--- config.mk ---
export PLATFORM = sky130hd
export DESIGN_NAME = nrs_re_buffer
export DESIGN_NICKNAME = d
export VERILOG_FILES = /design/src/rtl/nrs_re_buffer.sv
export SDC_FILE = /design/constraint.sdc
export NUM_CORES = 1
export LEC_CHECK = 0
export CAP_MARGIN = 20
export CORE_MARGIN = 2
export CORE_UTILIZATION = 60
export CTS_CLUSTER_SIZE = 8
export DETAILED_ROUTE_END_ITERATION = 6
export PLACE_DENSITY = 0.79
export SYNTH_ARGS = -nofsm -noshare
export SYNTH_HDL_FRONTEND = slang
export SYNTH_SLANG_ARGS = --single-unit
export TNS_END_PERCENT = 20
--- constraint.sdc ---
create_clock -name clk -period 8.9 [get_ports clk]
set_input_delay 1.78 -clock clk [delete_from_list [all_inputs] [get_ports clk]]
set_output_delay 1.78 -clock clk [all_outputs]
set_load 0.005 [all_outputs]
--- src/rtl/nrs_re_buffer.sv ---
// NRS resource-element ping-pong buffer: captures the 8 port-0 NRS REs of each
// NB-IoT subframe from the post-FFT stream and serves them to the channel estimator.
module nrs_re_buffer #(
    parameter int WIDTH_RX = 16
) (
    input  logic                       clk,
    input  logic                       rst,
    input  logic                       in_valid,
    input  logic                       in_sof,
    input  logic                       in_last,
    input  logic [3:0]                 in_sym,
    input  logic [3:0]                 in_sc,
    input  logic signed [WIDTH_RX-1:0] in_r,
    input  logic signed [WIDTH_RX-1:0] in_i,
    input  logic [2:0]                 v_shift,
    input  logic                       demap_read,
    input  logic [3:0]                 col_demap,
    input  logic                       est_ack_demap,
    output logic signed [WIDTH_RX-1:0] rx_r,
    output logic signed [WIDTH_RX-1:0] rx_i,
    output logic                       demap_ready,
    output logic                       frame_err,
    output logic                       overflow
);

    localparam logic [1:0] ST_EMPTY   = 2'd0;
    localparam logic [1:0] ST_FILLING = 2'd1;
    localparam logic [1:0] ST_FULL    = 2'd2;

    logic [1:0] bank_st [2];
    logic       wr_bank, rd_bank, cur_bank;
    logic [2:0] vs_q;
    logic [7:0] mask_q;
    logic       last_vld, rd_ptr;
    logic [1:0] last_col;

    logic signed [WIDTH_RX-1:0] mem_r [2][8];
    logic signed [WIDTH_RX-1:0] mem_i [2][8];

    logic       sof, filling, start_ok, start_bank, restart;
    logic       cap_active, cap_bank, col_ok, v_is3, hit_m0, hit_m1, hit;
    logic [2:0] vs_in, vs_eff, slot;
    logic [1:0] col;
    logic [3:0] k0_sum, k0;
    logic [7:0] mask_base, mask_new;
    logic       ack_fire, read_fire, rcol_ok, rd_m;
    logic [1:0] rcol;

    assign sof     = in_valid & in_sof;
    assign filling = (bank_st[cur_bank] == ST_FILLING);
    assign vs_in   = (v_shift >= 3'd6) ? v_shift - 3'd6 : v_shift;

    always_comb begin
        start_ok   = 1'b0;
        start_bank = wr_bank;
        restart    = 1'b0;
        if (filling) begin
            start_ok   = 1'b1;
            start_bank = cur_bank;
            restart    = 1'b1;
        end else if (bank_st[wr_bank] == ST_EMPTY) begin
            start_ok   = 1'b1;
            start_bank = wr_bank;
        end else if (bank_st[~wr_bank] == ST_EMPTY) begin
            start_ok   = 1'b1;
            start_bank = ~wr_bank;
        end
    end

    assign cap_active = sof ? start_ok : (in_valid & filling);
    assign cap_bank   = sof ? start_bank : cur_bank;
    assign vs_eff     = sof ? vs_in : vs_q;
    assign mask_base  = sof ? 8'd0 : mask_q;

    always_comb begin
        col    = 2'd0;
        col_ok = 1'b1;
        v_is3  = 1'b0;
        case (in_sym)
            4'd5:    col = 2'd0;
            4'd6:    begin col = 2'd1; v_is3 = 1'b1; end
            4'd12:   col = 2'd2;
            4'd13:   begin col = 2'd3; v_is3 = 1'b1; end
            default: col_ok = 1'b0;
        endcase
    end

    // NRS subcarrier pair for this symbol: k0 and k0+6
    assign k0_sum   = {1'b0, vs_eff} + (v_is3 ? 4'd3 : 4'd0);
    assign k0       = (k0_sum >= 4'd6) ? k0_sum - 4'd6 : k0_sum;
    assign hit_m0   = (in_sc == k0);
    assign hit_m1   = (in_sc == k0 + 4'd6);
    assign slot     = {col, hit_m1};
    assign hit      = cap_active & col_ok & (hit_m0 | hit_m1);
    assign mask_new = mask_base | (hit ? (8'b1 << slot) : 8'd0);

    assign ack_fire  = est_ack_demap & demap_ready;
    assign read_fire = demap_read & demap_ready;

    always_comb begin
        rcol    = 2'd0;
        rcol_ok = 1'b1;
        case (col_demap)
            4'd5:    rcol = 2'd0;
            4'd6:    rcol = 2'd1;
            4'd12:   rcol = 2'd2;
            4'd13:   rcol = 2'd3;
            default: rcol_ok = 1'b0;
        endcase
    end

    assign rd_m = (last_vld && last_col == rcol) ? rd_ptr : 1'b0;

    always_ff @(posedge clk) begin
        if (hit) begin
            mem_r[cap_bank][slot] <= in_r;
            mem_i[cap_bank][slot] <= in_i;
        end
    end

    always_ff @(posedge clk) begin
        if (rst) begin
            bank_st[0]  <= ST_EMPTY;
            bank_st[1]  <= ST_EMPTY;
            wr_bank     <= 1'b0;
            rd_bank     <= 1'b0;
            cur_bank    <= 1'b0;
            vs_q        <= 3'd0;
            mask_q      <= 8'd0;
            last_vld    <= 1'b0;
            rd_ptr      <= 1'b0;
            last_col    <= 2'd0;
            rx_r        <= '0;
            rx_i        <= '0;
            demap_ready <= 1'b0;
            frame_err   <= 1'b0;
            overflow    <= 1'b0;
        end else begin
            frame_err <= 1'b0;
            overflow  <= 1'b0;
            if (sof) begin
                if (start_ok) begin
                    cur_bank <= start_bank;
                    vs_q     <= vs_in;
                    if (restart) frame_err <= 1'b1;
                end else begin
                    overflow <= 1'b1;
                end
            end
            if (cap_active) begin
                mask_q <= mask_new;
                if (in_last) begin
                    if (mask_new == 8'hFF) begin
                        bank_st[cap_bank] <= ST_FULL;
                        wr_bank           <= ~cap_bank;
                    end else begin
                        bank_st[cap_bank] <= ST_EMPTY;
                        frame_err         <= 1'b1;
                    end
                end else begin
                    bank_st[cap_bank] <= ST_FILLING;
                end
            end
            // A write can never target the read bank, so the release below is independent
            if (ack_fire) begin
                bank_st[rd_bank] <= ST_EMPTY;
                rd_bank          <= ~rd_bank;
            end
            demap_ready <= ~ack_fire & (bank_st[rd_bank] == ST_FULL);
            if (read_fire) begin
                if (rcol_ok) begin
                    rx_r <= mem_r[rd_bank][{rcol, rd_m}];
                    rx_i <= mem_i[rd_bank][{rcol, rd_m}];
                    if (last_vld && last_col == rcol) begin
                        rd_ptr <= ~rd_ptr;
                    end else begin
                        last_col <= rcol;
                        last_vld <= 1'b1;
                        rd_ptr   <= 1'b1;
                    end
                end else begin
                    rx_r <= '0;
                    rx_i <= '0;
                end
            end
            if (ack_fire) last_vld <= 1'b0;
        end
    end

endmodule

Word-level counts from Yosys, hierarchy flattened --
Memories as Yosys holds them, arrays and structs flattened. A register that Yosys moved wholly into a read port is not among the register bits. Cells that the tools add are included.
Storage, ports and cells: register bits 53, RAM bits 516, memories 3
Cells by class: bitwise logic cells 20, reductions and logical operators 15, $add $sub $neg 4, muxes and demuxes 78, shift-type cells 1, equality and inequality tests 14, magnitude comparators 5
Memory list:
- mem_i | words 2, width 128, read ports 1, clocked after Yosys merged registers in 1, write ports 1, RTL line 38 | logic signed [WIDTH_RX-1:0] mem_i [2][8];
- mem_r | words 2, width 128, read ports 1, clocked after Yosys merged registers in 1, write ports 1, RTL line 37 | logic signed [WIDTH_RX-1:0] mem_r [2][8];
- bank_st | words 2, width 2, read ports 4, clocked after Yosys merged registers in 3, write ports 2, RTL line 30 | logic [1:0] bank_st [2];
Operator list (number):
- $mux 128 | 1
- $mux 16 | 7
- $bmux 16 s3 | 2
- $mux 1 | 55
- $demux 16 s3 | 1
- $eq 4x3->1 const B | 4
- $eq 4x4->1 const B | 4
- $mux 8 | 2
- $pmux 2 s3 | 2
- $mux 2 | 5
- $reduce_or 2->1 | 5
- $eq 4x4->1 | 2
- $eq 8x8->1 const B | 1
- $ge 4x4->1 const B | 2
- $not 3->4 | 2
- $or 8x8->8 | 1
- $reduce_or 4->1 | 2
- $shl 1x3->8 const A | 1
- $and 1x1->1 | 7
- $not 1->1 | 7
- $mux 3 | 2
- $reduce_and 3->1 | 2
- $add 3x2->4 | 1
- $add 4x3->4 const B | 1
- other kinds (13) | 18

Logic depth before layout (Yosys ltp) --
Gate-level depths: netlist of run 1.
word-level depth 23, mapped depth 20, mapped depth without buffers 19

Worst setup path before layout of run 1 --
Ideal clock, no wire load.
kind input -> register, start input port in_sof, end memory mem_i[0][32] (netlist bit) (enable), required time 8.479 ns, slack 2.107 ns, arrival 6.371 ns, stages on the path 17, buffers on the path 2, setup time 0.421 ns, cell sequence and2_1 -> clkbuf_1 -> mux2_2 -> ha_1 -> fa_1 -> inv_1 -> xnor2_1 -> ha_1 -> o22ai_1 -> a211o_1 -> ha_1 -> xor2_1 -> and3_1 -> and3_1 -> clkbuf_1 -> nand2_1 -> nor2_1
On the way: word-level cells in the longest chain between the ends 13, elaborated cells between the ends (all ways) 22
Ends and longest elaborated chain:
- from (decl) | RTL line 9 | input logic in_sof,
- $and 1x1->1 * | RTL line 49 | assign sof = in_valid & in_sof;
- $mux 3 | RTL line 72 | assign vs_eff = sof ? vs_in : vs_q;
- $add 3x2->4 | RTL line 89 | assign k0_sum = {1'b0, vs_eff} + (v_is3 ? 4'd3 : 4'd0);
- $sub 4x3->4 / $ge 4x3->1 (equally long branches) | RTL line 90 | assign k0 = (k0_sum >= 4'd6) ? k0_sum - 4'd6 : k0_sum;
- $mux 4 | RTL line 90
- $add 4x3->4 | RTL line 92 | assign hit_m1 = (in_sc == k0 + 4'd6);
- $eq 4x4->1 | RTL line 92
- $not 3->4 (implied by the code) | RTL line 117 | mem_i[cap_bank][slot] <= in_i;
- $ge 4x4->1 (implied by the code) / $lt 4x1->1 (equally long branches) | RTL line 117
- $logic_and 1x1->1 (implied by the code) | RTL line 117
- $mux 16 (implied by the code) | RTL line 117
- $demux 16 s3 | RTL line 117
- $mux 128 (implied by the code) | RTL line 117
- to (decl) | RTL line 38
Every way passes the cells marked *; elsewhere a longest branch is shown, timed or not.

Final worst setup path of run 1 --
start input port in_sym[0], end memory mem_r[1][81] (netlist bit) (enable)
On the way: word-level cells in the longest chain between the ends 15, elaborated cells between the ends (all ways) 28
Ends and longest elaborated chain:
- from (decl) | RTL line 11 | input logic [3:0] in_sym,
- $eq 4x4->1 / $eq 4x3->1 (equally long branches) | RTL line 79 | case (in_sym)
- $reduce_or 2->1 (no source line)
- $mux 1 | RTL line 79
- $mux 2 | RTL line 89
- $add 3x2->4 | RTL line 89
- $sub 4x3->4 / $ge 4x3->1 (equally long branches) | RTL line 90
- $mux 4 | RTL line 90
- $add 4x3->4 | RTL line 92
- $eq 4x4->1 | RTL line 92
- $not 3->4 (implied by the code) | RTL line 116 | mem_r[cap_bank][slot] <= in_r;
- $ge 4x4->1 (implied by the code) / $lt 4x1->1 (equally long branches) | RTL line 116
- $logic_and 1x1->1 (implied by the code) | RTL line 116
- $mux 16 (implied by the code) | RTL line 116
- $demux 16 s3 | RTL line 116
- $mux 128 (implied by the code) * | RTL line 116
- to (decl) | RTL line 37
Marks and branches as above.

==> out/results.txt, run 1 <==
Pwr Density: 226.6 nW/µm²
Starting Density: 60.52%
Syn. warnings: 0
Placed cells: 1691
RSZ-0062 raised after global routing: false
Max VDD drop: 0.2197 mV
Post-synth EDFFs: 512
Sequential cell area fraction in the yosys report: 75.18%
Crit-path max cell delay: 0.61 ns
Final Non-Filler Cells: 1850
Cells after Synth: 1179
Clock Latency Late Sink: 0.60 ns
# DRC: 0
Area Growth Syn to Fin: 19.10%
Routed Antenna Nets: 0
P_leak: 8.814 nW
RD Place Congestion: 0.8190
Data required, critical path: 9.15 ns
Die footprint: 38300 µm²
Total gr overflow: 0
Total iterations of the first detailed-routing run: 7
Worst Setup Start Kind: input pin
Maximum capacitance violations: 0
Placed inst area: 23580 µm²
Crit path kind: input pin to flop
Worst Setup End Kind: flop
Final net count: 1376
Core area: 36430 µm²
Num ports: 89
Initial DRC Count: 1256
Wire per inst: 28.38 µm
Worst-path clk slew: 0.05 ns
Vias: 11991
Post-route cell area: 26260 µm²
Clock Skew: 0.01937 ns
Pre-CTS WS: 1.329 ns
Final setup viols: 0
Netlist cell types: 63
Synth Flop Type: edfxtp_1
CP Cell Sequence: clkdlybuf4s50_1 > nor2_1 > and2_1 > a21oi_1 > nor2b_1 > ha_1 > fa_1 > ha_1 > nand2b_1 > a2111oi_0 > a211oi_2 > xnor2_1 > nor4_4 > nand2b_1 > nor2_4 > buf_4
CTS root buf: clkbuf_16
Syn avg cell area: 18.70 µm²
Tot GR Track Use: 27.71%
Hold/Removal Path Class: flop to flop
CTS max path bufs: 3
HPWL Detailed: 25.56 mm
Synth Net Count: 1238
Worst hold slack: 0.4638 ns
Post-layout minimum cycle time: 7.045 ns
Via density: 6.482
Outcome: finished, final reports clean
Final Hold Viols: 0
Max Fclk: 0.1420 GHz
Final worst slack: 1.855 ns
Worst Max-Slew Pin Slew: 1.109 ns
Initial antenna violation count: 0
Setup TNS: 0 ns
Num CTS Buffers: 81
Worst Path Arrival: 7.30 ns
Seq cells post-synth: 572
CTS tree: done
Wire length of the first global-routing pass: 77.83 mm
Die Y: 195.7 µm
Period utilisation layout: 79.15%
Antenna fix cells: 0
Share of cells above drive strength 1: 19.68%
Vias in the first global route: 12597
Max-slew headroom: 26.07%
Cts repair resizes: 0
Cell area after synthesis: 22050 µm²
Sinks on Clock Net: 572
Final WL: 52.51 mm
Post-CTS Setup Bufs: 0
Row count: 70
Die X: 195.7 µm
Largest net degree at the start of global routing: 130
Final Slew Violations: 0
Slowest CP cell: nor2_4
Maximum fanout along the worst path: 17
Htree depth: 3
Port Buf Inserts: 88
CTS Hold Bufs: 0
FFs w/ async S/R, synth: 0%
sequential cells by signal, summed over array words and instances (netlist names), named ones only:
register / count
rd_bank: 1
last_col: 2
cur_bank: 1
rx_i: 16
mem_r: 256
mem_i: 256
demap_ready: 1
wr_bank: 1
rx_r: 16
overflow: 1
last_vld: 1
vs_q: 3
bank_st: 4
mask_q: 8
frame_err: 1
rd_ptr: 1
cell usage after synthesis (6+ instances only):
cell type	count	area (µm²)
a211o_1	33	289.0
a21oi_1	74	370.4
a22oi_1	7	52.55
buf_1	12	45.04
buf_2	6	30.03
clkbuf_1	40	150.1
dfxtp_1	60	1201
edfxtp_1	512	15370
mux4_2	128	2883
nand2_1	146	548.0
nand3_1	6	30.03
nor2_1	46	172.7
nor2b_1	6	37.54
o21ai_0	6	30.03
xnor2_1	7	61.31
where the power goes:
group          leakage (nW)  internal, mW  switching, mW
Combinational          2.59        0.0403         0.0857
Clock                  1.14          1.77           1.12
Sequential             5.08          2.93        0.00150
metrics by stage:
stage                     util [%]  power, mW
after floorplan                  -      3.026
after global placement       64.65      3.098
after detailed placement     64.72      3.104
after CTS                    71.30      5.968
after global routing         72.07      6.093
final                        72.07      5.951
worst paths after layout:
check / start / to / slack (ns) / cells past startpoint
min: rx_r[12] / rx_r[12] / 0.46 / 1
max: in_sym[0] / mem_r[1][81] / 1.86 / 16
min reg2reg: rx_r[12] / rx_r[12] / 0.46 / 1
max reg2reg: vs_q[0] / mem_r[1][81] / 3.80 / 14
final cells by class:
cell class                 count  area [µm²]
clock buffer                 142        2298
clock inverter                 6       100.1
fill                        2024       10170
inverter                       3       11.26
multi-input combinational    546        5386
sequential                   572       16580
tap                          468       585.6
timing repair buffer         113        1299
metal layers:
metal	vias up	part of all wire, %	GRT usage [%]	wire (µm)
li1	5044	-	-	-
met1	6193	38	36.98	19700
met2	646	52	46.84	27340
met3	108	7.3	5.089	3859
met4	0	3.1	9.652	1602
met5	-	0	0	0
cells in the final DEF, fill, tap and decap left out, types with 3 or more instances in the layout:
cell type        Yosys  final
clkbuf_16            0     83
a22oi_1              7      7
nand2b_1             5      5
and2_1               5      5
nand3_1              6      6
o21ai_0              6      6
buf_12               0      4
a211o_1             33     33
mux2i_1              5      5
xor2_1               3      3
buf_16               0      9
nand3b_1             4      4
dfxtp_1             60     59
nor2b_1              6      6
xnor2_1              7      7
nor2_4               0     17
ha_1                 4      4
nor2_1              46     29
mux4_2             128    128
clkdlybuf4s50_1      0     88
buf_4                0     12
edfxtp_1           512    512
nor3_1               4      4
inv_1                3      3
and3_1               5      5
clkbuf_1            40     59
nand2_1            146    146
a21oi_1             74     73
o211a_1              3      3
worst max-delay path, delay by kind of cell:
kind            cells  cell delay, ns
buf+inv             2            0.90
xor+xnor            1            0.19
compound gates      3            0.71
fa+ha+maj           3            1.04
simple gates        7            2.64
cells by family after synthesis:
| group | synth area share [%] |
|---|---|
| AO/OA/AOI/OAI | 4.665 |
| XOR/XNOR | 0.4994 |
| adder cells (fa/ha/maj) | 0.3178 |
| buffers and inverters | 1.072 |
| flip-flops | 75.18 |
| multiplexers | 13.35 |
| AND/OR/NAND/NOR | 4.914 |
No activity file was read; power rests on OpenSTA's default activity.
==> inputs of run 2 (changes only) <==
--- a/config.mk
+++ b/config.mk
@@ -7,10 +7,10 @@
 export LEC_CHECK = 0
 export CAP_MARGIN = 20
 export CORE_MARGIN = 2
-export CORE_UTILIZATION = 60
+export CORE_UTILIZATION = 54
 export CTS_CLUSTER_SIZE = 8
 export DETAILED_ROUTE_END_ITERATION = 6
-export PLACE_DENSITY = 0.79
+export PLACE_DENSITY = 0.75
 export SYNTH_ARGS = -nofsm -noshare
 export SYNTH_HDL_FRONTEND = slang
 export SYNTH_SLANG_ARGS = --single-unit
==> constraint.sdc (replaced) <==
create_clock -name clk -period 5.85 [get_ports clk]
set_input_delay 1.17 -clock clk [delete_from_list [all_inputs] [get_ports clk]]
set_output_delay 1.17 -clock clk [all_outputs]
set_load 0.005 [all_outputs]
==> out/results.txt, run 2 (same netlist as run 1, synthesis figures left out) <==
CTS Hold Bufs: 0
Final net count: 1402
Worst Path Arrival: 5.68 ns
CTS root buf: clkbuf_16
Area Growth Syn to Fin: 20.46%
Wire per inst: 25.86 µm
Clock Skew: 0.01896 ns
Share of cells above drive strength 1: 21.14%
Largest net degree at the start of global routing: 127
Data required, critical path: 6.10 ns
Hold/Removal Path Class: flop to flop
# DRC: 0
P_leak: 8.935 nW
Max-slew headroom: 34.99%
Commonest non-fill, non-tap cells in the layout: edfxtp_1, nand2_1, mux4_2, clkdlybuf4s50_1, clkbuf_16
Worst Setup Start Kind: input pin
Htree depth: 3
Sinks on Clock Net: 572
Die Y: 206.1 µm
Vias: 11822
Post-layout minimum cycle time: 5.438 ns
CTS max path bufs: 3
Outcome: finished, final reports clean
Max VDD drop: 0.2170 mV
RD Place Congestion: 0.8517
Core area: 40550 µm²
Worst-path clk slew: 0.05 ns
Final setup viols: 0
Via density: 6.103
Util after Layout: 65.49%
Wire length of the first global-routing pass: 75.35 mm
Die footprint: 42460 µm²
Routed Antenna Nets: 0
Crit path kind: input pin to flop
Final WL: 50.09 mm
Initial DRC Count: 1246
Maximum capacitance violations: 0
Total gr overflow: 0
Worst Setup End Kind: flop
Most common cell after layout, fill and taps aside: edfxtp_1
Total iterations of the first detailed-routing run: 5
Cts repair resizes: 0
Worst Max-Slew Pin Slew: 0.9480 ns
Row count: 74
Max Fclk: 0.1839 GHz
Setup TNS: 0 ns
Die X: 206.1 µm
CTS tree: done
HPWL Detailed: 27.67 mm
Num ports: 89
Antenna fix cells: 0
Reg2reg setup slack: 1.53 ns
Starting Density: 54.37%
Top Registers: mem_i: 256 flops, mem_r: 256 flops
Initial antenna violation count: 0
Num CTS Buffers: 81
Port Buf Inserts: 88
Maximum fanout along the worst path: 14
Final Hold Viols: 0
Post-CTS Setup Bufs: 0
Clock Latency Late Sink: 0.58 ns
Tot GR Track Use: 24.46%
RSZ-0062 raised after global routing: false
Worst hold slack: 0.4649 ns
Pwr Density: 336.3 nW/µm²
Final Slew Violations: 0
Period utilisation layout: 92.96%
Vias in the first global route: 12213
Fillers: 2602
-- run 2: changes by cell type in the layout (fill, tap and decap cells not counted), sizes merged --
cell    before  now
inv          6    4
buf         25   51
bufinv       1    0
-- run 2: area by class of cell --
class | count | area, µm² | share of cell area [%]
flip-flops and latches | 572 | 16580 | 62.43
well taps | 532 | 665.6 | 2.506
clock buffers | 142 | 2320 | 8.734
multi-input cells | 546 | 5389 | 20.29
inverters | 3 | 11.26 | 0.04240
repair buffers | 139 | 1564 | 5.889
clock inverters | 3 | 30.03 | 0.1131
-- run 2: worst max-delay path, stage by stage --
cell and delay [ns]:
clkdlybuf4s50_1 0.43, nor2_1 0.17, and2_1 0.19, a21oi_1 0.06, nor2b_1 0.29, ha_1 0.27
fa_1 0.47, ha_1 0.25, nand2b_1 0.17, a2111oi_0 0.46, a211oi_2 0.12, xnor2_1 0.18
nor4_4 0.40, buf_4 0.23, nand2_1 0.23, nor2_4 0.25, buf_4 0.32
-- run 2: worst paths after layout --
path / start / endpoint / cells after the start
hold reg to reg: rx_i[5] / rx_i[5] / 1
setup reg to reg: vs_q[0] / mem_r[0][84] / 15
hold / removal: rx_i[5] / rx_i[5] / 1
setup / recovery: in_sym[0] / mem_r[0][84] / 17
-- run 2: power by group --
part / internal, mW / switching [mW] / total (mW)
Clock: 2.66 / 1.62 / 4.27
Sequential: 4.46 / 0.00206 / 4.46
Combinational: 0.0653 / 0.132 / 0.197
Total: 7.18 / 1.75 / 8.93
-- run 2: through the flow --
step | cell area, µm² | std cells | power [mW] | setup slack, ns
finish | 26560 | 1937 | 8.932 | 0.4120
floorplan | 22050 | 1179 | 4.603 | -0.3326
global route | 26560 | 1937 | 9.170 | 0.08912
global placement | 24210 | 1792 | 4.726 | 0.04395
detailed placement | 24210 | 1792 | 4.734 | -0.05519
CTS | 26560 | 1937 | 8.989 | 0.4811
-- run 2: per-layer routing --
| layer | track usage (%) | part of all wire, % | wire, µm | vias to the layer above |
|---|---|---|---|---|
| li1 | - | - | - | 5084 |
| met1 | 33.55 | 40 | 19830 | 6076 |
| met2 | 40.03 | 50 | 25070 | 567 |
| met3 | 4.636 | 7.6 | 3817 | 95 |
| met4 | 8.138 | 2.7 | 1362 | 0 |
| met5 | 0 | 0 | 0 | - |
